`config.mk`:
```
export PLATFORM = sky130hd
export DESIGN_NAME = tube_host_ctrl
export DESIGN_NICKNAME = d
export VERILOG_FILES = /design/src/rtl/tube_pkg.sv /design/src/rtl/tube_ctrl_flags.sv /design/src/rtl/tube_host_ctrl.sv
export SDC_FILE = /design/constraint.sdc
export NUM_CORES = 1
export LEC_CHECK = 0
export CAP_MARGIN = 10
export CORE_ASPECT_RATIO = 0.7
export CORE_UTILIZATION = 55
export CTS_CLUSTER_DIAMETER = 120
export DETAILED_ROUTE_END_ITERATION = 7
export DONT_BUFFER_PORTS = 1
export PLACE_DENSITY = 0.73
export SKIP_LAST_GASP = 1
export SYNTH_ARGS = -nofsm -noshare
export SYNTH_HDL_FRONTEND = slang
export SYNTH_SLANG_ARGS = --single-unit
```
`constraint.sdc`:
```
create_clock -name h_phi2 -period 1.7 [get_ports h_phi2]
set_clock_uncertainty 0.2 [all_clocks]
set_input_delay 0.17 -clock h_phi2 [delete_from_list [all_inputs] [get_ports h_phi2]]
set_output_delay 0.17 -clock h_phi2 [all_outputs]
set_load 0.005 [all_outputs]
```
`src/rtl/tube_pkg.sv`:
```
// Shared types and constants for the Tube host-side controller.
package tube_pkg;

  typedef enum logic {
    IDLE   = 1'b0,
    ACCESS = 1'b1
  } state_e;

  localparam logic [7:0]  EMPTY_READ_BYTE    = 8'hAA;
  localparam logic [7:0]  UNMAPPED_READ_BYTE = 8'hFF;
  localparam int unsigned CTRL_IRQ_EN        = 0;
  localparam int unsigned CTRL_W             = 6;

endpackage

```
`src/rtl/tube_ctrl_flags.sv`:
```
// Host control flag register (bitwise set/clear on write) and the registered host interrupt.
module tube_ctrl_flags
  import tube_pkg::*;
(
  input  logic              clk_i,
  input  logic              rst_i,
  input  logic              wr_en_i,
  input  logic              set_i,
  input  logic [CTRL_W-1:0] mask_i,
  input  logic              irq_src_i,
  output logic [CTRL_W-1:0] ctrl_o,
  output logic              irq_o
);

  logic [CTRL_W-1:0] ctrl_q, ctrl_d;
  logic              irq_q, irq_d;

  // set_i selects between OR-ing in and clearing the masked bits
  always_comb begin
    ctrl_d = ctrl_q;
    if (wr_en_i) begin
      ctrl_d = set_i ? (ctrl_q | mask_i) : (ctrl_q & ~mask_i);
    end
    irq_d = ctrl_q[CTRL_IRQ_EN] & irq_src_i;
  end

  always_ff @(posedge clk_i) begin
    if (rst_i) begin
      ctrl_q <= '0;
      irq_q  <= 1'b0;
    end else begin
      ctrl_q <= ctrl_d;
      irq_q  <= irq_d;
    end
  end

  assign ctrl_o = ctrl_q;
  assign irq_o  = irq_q;

endmodule

```
`src/rtl/tube_host_ctrl.sv`:
```
// Tube host-side register controller: decodes host accesses into per-channel FIFO pops/pushes.
// Define OVR_DEBUG_EN to build the sticky overrun register and its status/readback visibility.
module tube_host_ctrl
  import tube_pkg::*;
#(
  parameter int unsigned NCH = 4,
  parameter int unsigned AW  = 3
) (
  input  logic             h_phi2,
  input  logic             h_rst,
  input  logic             h_cs,
  input  logic [AW-1:0]    h_addr,
  input  logic             h_rdnw,
  input  logic [7:0]       h_din,
  output logic [7:0]       h_dout,
  output logic             h_irq,
  input  logic [NCH-1:0]   ch_avail,
  input  logic [NCH*8-1:0] ch_rdata,
  output logic [NCH-1:0]   ch_rd,
  input  logic [NCH-1:0]   ch_full,
  output logic [NCH-1:0]   ch_wr,
  output logic [7:0]       ch_wdata
);

  localparam int unsigned NW = (AW > 1) ? AW - 1 : 1;
`ifdef OVR_DEBUG_EN
  localparam bit DBG_EN = 1'b1;
`else
  localparam bit DBG_EN = 1'b0;
`endif

  state_e            state_q, state_d;
  logic [7:0]        dout_q, dout_d, wdata_q, wdata_d;
  logic [NCH-1:0]    rd_q, rd_d, wr_q, wr_d;
  logic [NCH-1:0]    ovr_set_c, ovr_vis_c, onehot_c;
  logic [CTRL_W-1:0] ctrl;
  logic [NW-1:0]     ch_idx_c;
  logic [7:0]        sel_rdata_c;
  logic              sel_avail_c, sel_full_c, sel_ovr_c;
  logic              start_c, in_range_c, dbg_addr_c, ctrl_we_c;

  assign ch_idx_c   = NW'(h_addr >> 1);
  assign in_range_c = 32'(ch_idx_c) < NCH;
  assign dbg_addr_c = 32'(h_addr) == 2 * NCH;
  assign start_c    = (state_q == IDLE) && h_cs;

  // Per-channel view of the addressed channel
  always_comb begin
    sel_avail_c = 1'b0;
    sel_full_c  = 1'b0;
    sel_ovr_c   = 1'b0;
    sel_rdata_c = '0;
    onehot_c    = '0;
    for (int unsigned i = 0; i < NCH; i++) begin
      if (32'(ch_idx_c) == i) begin
        sel_avail_c = ch_avail[i];
        sel_full_c  = ch_full[i];
        sel_ovr_c   = ovr_vis_c[i];
        sel_rdata_c = ch_rdata[8*i +: 8];
        onehot_c[i] = 1'b1;
      end
    end
  end

  // All access decisions are taken in the start cycle only
  always_comb begin
    state_d   = state_q;
    dout_d    = dout_q;
    wdata_d   = wdata_q;
    rd_d      = '0;
    wr_d      = '0;
    ovr_set_c = '0;
    ctrl_we_c = 1'b0;
    if (state_q == ACCESS && !h_cs) begin
      state_d = IDLE;
    end
    if (start_c) begin
      state_d = ACCESS;
      if (h_rdnw) begin
        if (!in_range_c) begin
          dout_d = (DBG_EN && dbg_addr_c) ? 8'(ovr_vis_c) : UNMAPPED_READ_BYTE;
        end else if (!h_addr[0]) begin
          dout_d = {sel_avail_c, ~sel_full_c & ~sel_ovr_c, ctrl};
        end else if (sel_avail_c) begin
          dout_d = sel_rdata_c;
          rd_d   = onehot_c;
        end else begin
          dout_d    = EMPTY_READ_BYTE;
          ovr_set_c = onehot_c;
        end
      end else if (in_range_c) begin
        if (h_addr[0]) begin
          if (!sel_full_c) begin
            wdata_d = h_din;
            wr_d    = onehot_c;
          end else begin
            ovr_set_c = onehot_c;
          end
        end else if (h_addr == '0) begin
          ctrl_we_c = 1'b1;
        end
      end
    end
  end

  always_ff @(posedge h_phi2) begin
    if (h_rst) begin
      state_q <= IDLE;
      dout_q  <= '0;
      wdata_q <= '0;
      rd_q    <= '0;
      wr_q    <= '0;
    end else begin
      state_q <= state_d;
      dout_q  <= dout_d;
      wdata_q <= wdata_d;
      rd_q    <= rd_d;
      wr_q    <= wr_d;
    end
  end

`ifdef OVR_DEBUG_EN
  logic [NCH-1:0] ovr_q;

  // Sticky overrun flags, cleared only by reset
  always_ff @(posedge h_phi2) begin
    if (h_rst) begin
      ovr_q <= '0;
    end else begin
      ovr_q <= ovr_q | ovr_set_c;
    end
  end

  assign ovr_vis_c = ovr_q;
`else
  logic unused_ovr_set;

  assign unused_ovr_set = ^ovr_set_c;
  assign ovr_vis_c      = '0;
`endif

  tube_ctrl_flags u_flags (
    .clk_i     (h_phi2),
    .rst_i     (h_rst),
    .wr_en_i   (ctrl_we_c),
    .set_i     (h_din[7]),
    .mask_i    (h_din[5:0]),
    .irq_src_i (ch_avail[NCH-1]),
    .ctrl_o    (ctrl),
    .irq_o     (h_irq)
  );

  assign h_dout   = dout_q;
  assign ch_wdata = wdata_q;
  assign ch_rd    = rd_q;
  assign ch_wr    = wr_q;

endmodule

```
# Word level (Yosys, flattened, before mapping)
# Cells that the tools add are included.
dict set report word_totals {
  reg_bits 32
  in_bits 55
  elab_cells 55
}
dict set report op_classes {
  eq_ne 3
  mux 25
  n_bitwise 10
  reduce_logical 10
}
# op n
set ops {}
lappend ops {{2-to-1 mux 8 bit} 6}
lappend ops {{2-to-1 mux 1 bit} 18}
lappend ops {{OR reduction 5 bit} 2}
lappend ops {{bitwise AND 6 bit} 1}
lappend ops {{2-to-1 mux 6 bit} 1}
lappend ops {{NOT 1 bit} 6}
lappend ops {{NOT 6 bit} 1}
lappend ops {{OR 6 bit} 1}
lappend ops {{== test 2 bit (second input constant)} 2}
lappend ops {{AND reduction 4 bit} 1}
lappend ops {{zero test 3 bit} 1}
lappend ops {{== test 2 x 1 -> 1 bit (second input constant)} 1}
lappend ops {{logical AND 1 bit} 2}
lappend ops {{zero test 2 bit} 1}
lappend ops {{AND reduction 2 bit} 1}
lappend ops {{nonzero test 2 bit} 1}
lappend ops {{bitwise AND 1 bit} 1}
lappend ops {{zero test 1 bit} 1}

# Longest topological paths before layout
dict set report depth {
  ltp_word 7
  ltp_mapped 7
}

# Hierarchy
# From an unflattened synthesis, not the netlist that was laid out.
dict set report hier_totals {
  hier_cells 153
  area_unflattened_um2 1517.7
}
# mod n_inst cells_each area_per_inst_um2 seq_area_each_um2
set by_module_without_submodules {}
lappend by_module_without_submodules {tube_host_ctrl 1 125 1238.7 500.5}
lappend by_module_without_submodules {tube_ctrl_flags 1 28 279.0 140.1}

# Least setup slack after synthesis
# OpenSTA, ideal clock, no wires.
dict set report synth_path {
  kind {input port to flip-flop}
  from {input h_addr[1]}
  to {register wdata_q[1], in the netlist ch_wdata[1]}
  setup_ps 136
  arrival_ps 1359
  slack_ps 5
  path_stages 6
  n_path_buf 2
  path_cell_list {buf_6 > mux4_2 > nand4bb_1 > buf_2 > nand2_1 > a21oi_2}
}
dict set report synth_via {
  elab_chain_len 7
  word_cells_on_any_way 10
  classes_between {eq/ne: 3; mux: 4; bitwise: 1; reduce/logical: 2}
}
# item line_no
set synth_lines {}
lappend synth_lines {{from (decl)} tube_host_ctrl.sv:12} ;# input logic [AW-1:0] h_addr,
lappend synth_lines {{zero test 2 bit} tube_host_ctrl.sv:55} ;# if (32'(ch_idx_c) == i) begin
lappend synth_lines {{2-to-1 mux 1 bit (3 in series)} tube_host_ctrl.sv:55}
lappend synth_lines {{2-to-1 mux 1 bit *} tube_host_ctrl.sv:55}
lappend synth_lines {{NOT 1 bit (no source line) *} n/a}
lappend synth_lines {{AND reduction 4 bit (no source line) *} n/a}
lappend synth_lines {{to (signal assigned)} tube_host_ctrl.sv:116} ;# wdata_q <= wdata_d;
lappend synth_lines {{to (decl)} tube_host_ctrl.sv:33} ;# logic [7:0] dout_q, dout_d, wdata_q, wdata_d;
# Every way passes the cells marked *; elsewhere a longest branch is shown, timed or not.
# A chain may end at the register's enable or synchronous reset.

==> impl_results.md <==
- Initial cell density of the core: 60.9%
- Rel. slew slack: 70.0%
- DIE AREA: 3090 sq um
- First-pass iteration count of the detailed router: 4
- Crit share post-route: 93.8%
- GR Layer Usage met2: 50.2%
- CTS buffer count: 5
- Fmax: between 600 and 700 MHz
- Total Routing Usage GR: 28.1%
- Hold Crit Class: in2reg
- Fin. max-slew vios: 0
- Crit end category: register
- WL/cell: 19.0 um
- Max cap viols: 0
- Layout cells sized above 1: between 10% and 20%
- Syn Nets: about 220
- Core ar.: 2590 sq um
- Post-synth top area share: 40.6%
- Clock root cell: clkbuf_8
- Setup slack, reg-to-reg: 0.11 ns
- Worst Path Required: 1.67 ns
- Post-CTS setup buffer count: 0
- Post-Synth Simple-Gate Area: 21.7%
- Sink Count: 32
- GRT overflow: 0
- Clk slew on worst S/H paths: 0.07 ns
- # IOs: 80
- Worst EP arrival: 1.57 ns
- Post-synth EDFFs: 0
- Placed Area: ~1600 sq um
- Post-layout util: around three quarters
- WS Path Type: reg2reg
- Design area: 1900 sq um
- Area Growth Syn to Fin: 20.6%
- Total number of yosys warnings: 0
- Commonest non-fill, non-tap cell in the layout: dfxtp_1
- Most frequently used flop master after synthesis: dfxtp_1
- Leakage Power: about 0.68 nW
- Mapped cell area: 1580 sq um
- Post-synthesis xor/xnor area fraction: 0%
- Final hold viol count: 1
- Via count: 1338
- Worst vdd ir: 674 uV
- Synth area leader: dfxtp_1
- DP HPWL: 2630 um
- Startpoint types: register
- Setup TNS: 0 ns
- Worst-Skew Late Latency: 0.28 ns
- Register bit total from synthesis: 32
- Die height: between 40 and 50 um
- Initial antenna violation count: 0
- Antenna viol nets, final: 0
- First-pass GRT wire length: 6130 um
- M3 GR Usage: 10.9%
- Commonest non-fill, non-tap cells in the layout: 32 x dfxtp_1, 26 x nand2_1, 15 x dlygate4sd3_1
- Nets@finish: around 230
- Vias in the first global route: 1314
- Top area cells in the synthesized netlist: dfxtp_1 41%, mux4_1 12%, nand2_1 6.2%
- Post-layout min period: 1.59 ns
- PortBufs: 0
- Routability Congestion: 0.742
- Diode count: 0
- Largest net degree at the start of global routing: 28
- Synth cell types: 33
- Initial DRC Count: 89
- CP max FO: 6
- Synthesized area per cell: 9.67 sq um
- FFs w/ async S/R, synth: 0%
- Final setup vio count: 0
- Violated checks: hold timing
- Row cnt: 15
- Horiz. Die Dim: 66.0 um
- Adder-cell share of the synthesized area: 0.794%
- Multiplexer area fraction after synthesis: 18.0%
- Worst hold margin: -0.0232 ns
- CTS tree: done
- Post-route DRC violation count: 0
- Routed vias/inst: 6.28
- P per Cell Area: 905 nW/um^2
- CTS H-Tree Depth: 2
- Status: finished with violations
- Busiest layer in global routing: met2
- Sequential cell area fraction in the yosys report: 40.6%
- Largest family of logic cells by synthesized area: simple AND/OR/NAND/NOR gates
- Met1 global-route usage: about a third
- Synth Instances: 163
- Compound-cell area share of the yosys netlist: 13.4%
- Final wirelength: 4050 um
- Longest Clk Path Bufs: 2
- Least-Margin Pin Slew: 0.448 ns
## path summary, 6_finish.rpt
path / from / to / cells past startpoint
worst max-delay path: state_q / register / 6
worst min-delay path: h_cs / state_q / 3
worst min register to register: h_dout[5] / h_dout[5] / 2
worst max register to register: state_q / register / 6
## what timing repair did
action                     4_1_cts  5_1_grt
gates resized for setup          1        5
setup endpoints to repair        6        9
hold buffers                    15        1
hold endpoints to repair        32        2
## cell families after synthesis
kind of cell    count (synthesis)
buf+inv                        19
flops                          32
fa+ha+maj                       1
mux                            13
compound gates                 30
simple gates                   68
## worst max-delay path, stage by stage (launching register included)
cell,delay [ns]
dfxtp_1,0.32
inv_1,0.08
ha_4,0.16
nor4b_4,0.20
nand2b_1,0.19
o21ai_0,0.24
a21oi_1,0.10
## layout make-up
| class | instances | area, sq um |
|---|---|---|
| Multi-Input combinational cell | 112 | 880 |
| Clock inverter | 3 | 42.5 |
| Sequential cell | 32 | 641 |
| Fill cell | 185 | 689 |
| Clock buffer | 5 | 68.8 |
| Timing Repair Buffer | 20 | 200 |
| Tap cell | 34 | 42.5 |
| Inverter | 7 | 26.3 |
## Yosys cell counts, types with 2 or more instances
cell type  number
a21oi_1         7
a21oi_2         8
a311oi_1        4
and2_1          2
buf_2           3
clkbuf_1        6
dfxtp_1        32
inv_1           7
mux2_2          2
mux4_1          7
mux4_2          3
nand2_1        26
nand2b_1        2
nand3_1         8
nor2_1         11
nor2b_1         5
nor3_1          6
nor4b_1         2
o21ai_0         6
o221ai_1        3
## per-layer routing
| layer | share of wire [%] | routed length (um) |
|---|---|---|
| met2 | 50 | 2030 |
| met5 | 0 | 0 |
| met1 | 38 | 1540 |
| met3 | 11 | 440 |
| met4 | 1.0 | 42 |
## where the power goes
group	total, mW	internal (mW)	switching, mW
combinational	0.208	0.113	0.0955
clock	0.727	0.433	0.294
sequential	0.786	0.771	0.0150
## through the flow
step / power, mW / hold WS [ns] / std cells / setup slack [ns]
after global routing: 1.79 / -0.00886 / 213 / -0.0201
after global placement: 0.933 / 0.0403 / 189 / 0.0930
after detailed placement: 0.939 / 0.0391 / 189 / -0.0576
after CTS: 1.71 / 0.00600 / 212 / 0.0124
after floorplan: 0.945 / 0.0906 / 163 / 0.00487
final: 1.72 / -0.0232 / 213 / 0.105
Power figures use the tool's default switching activity.
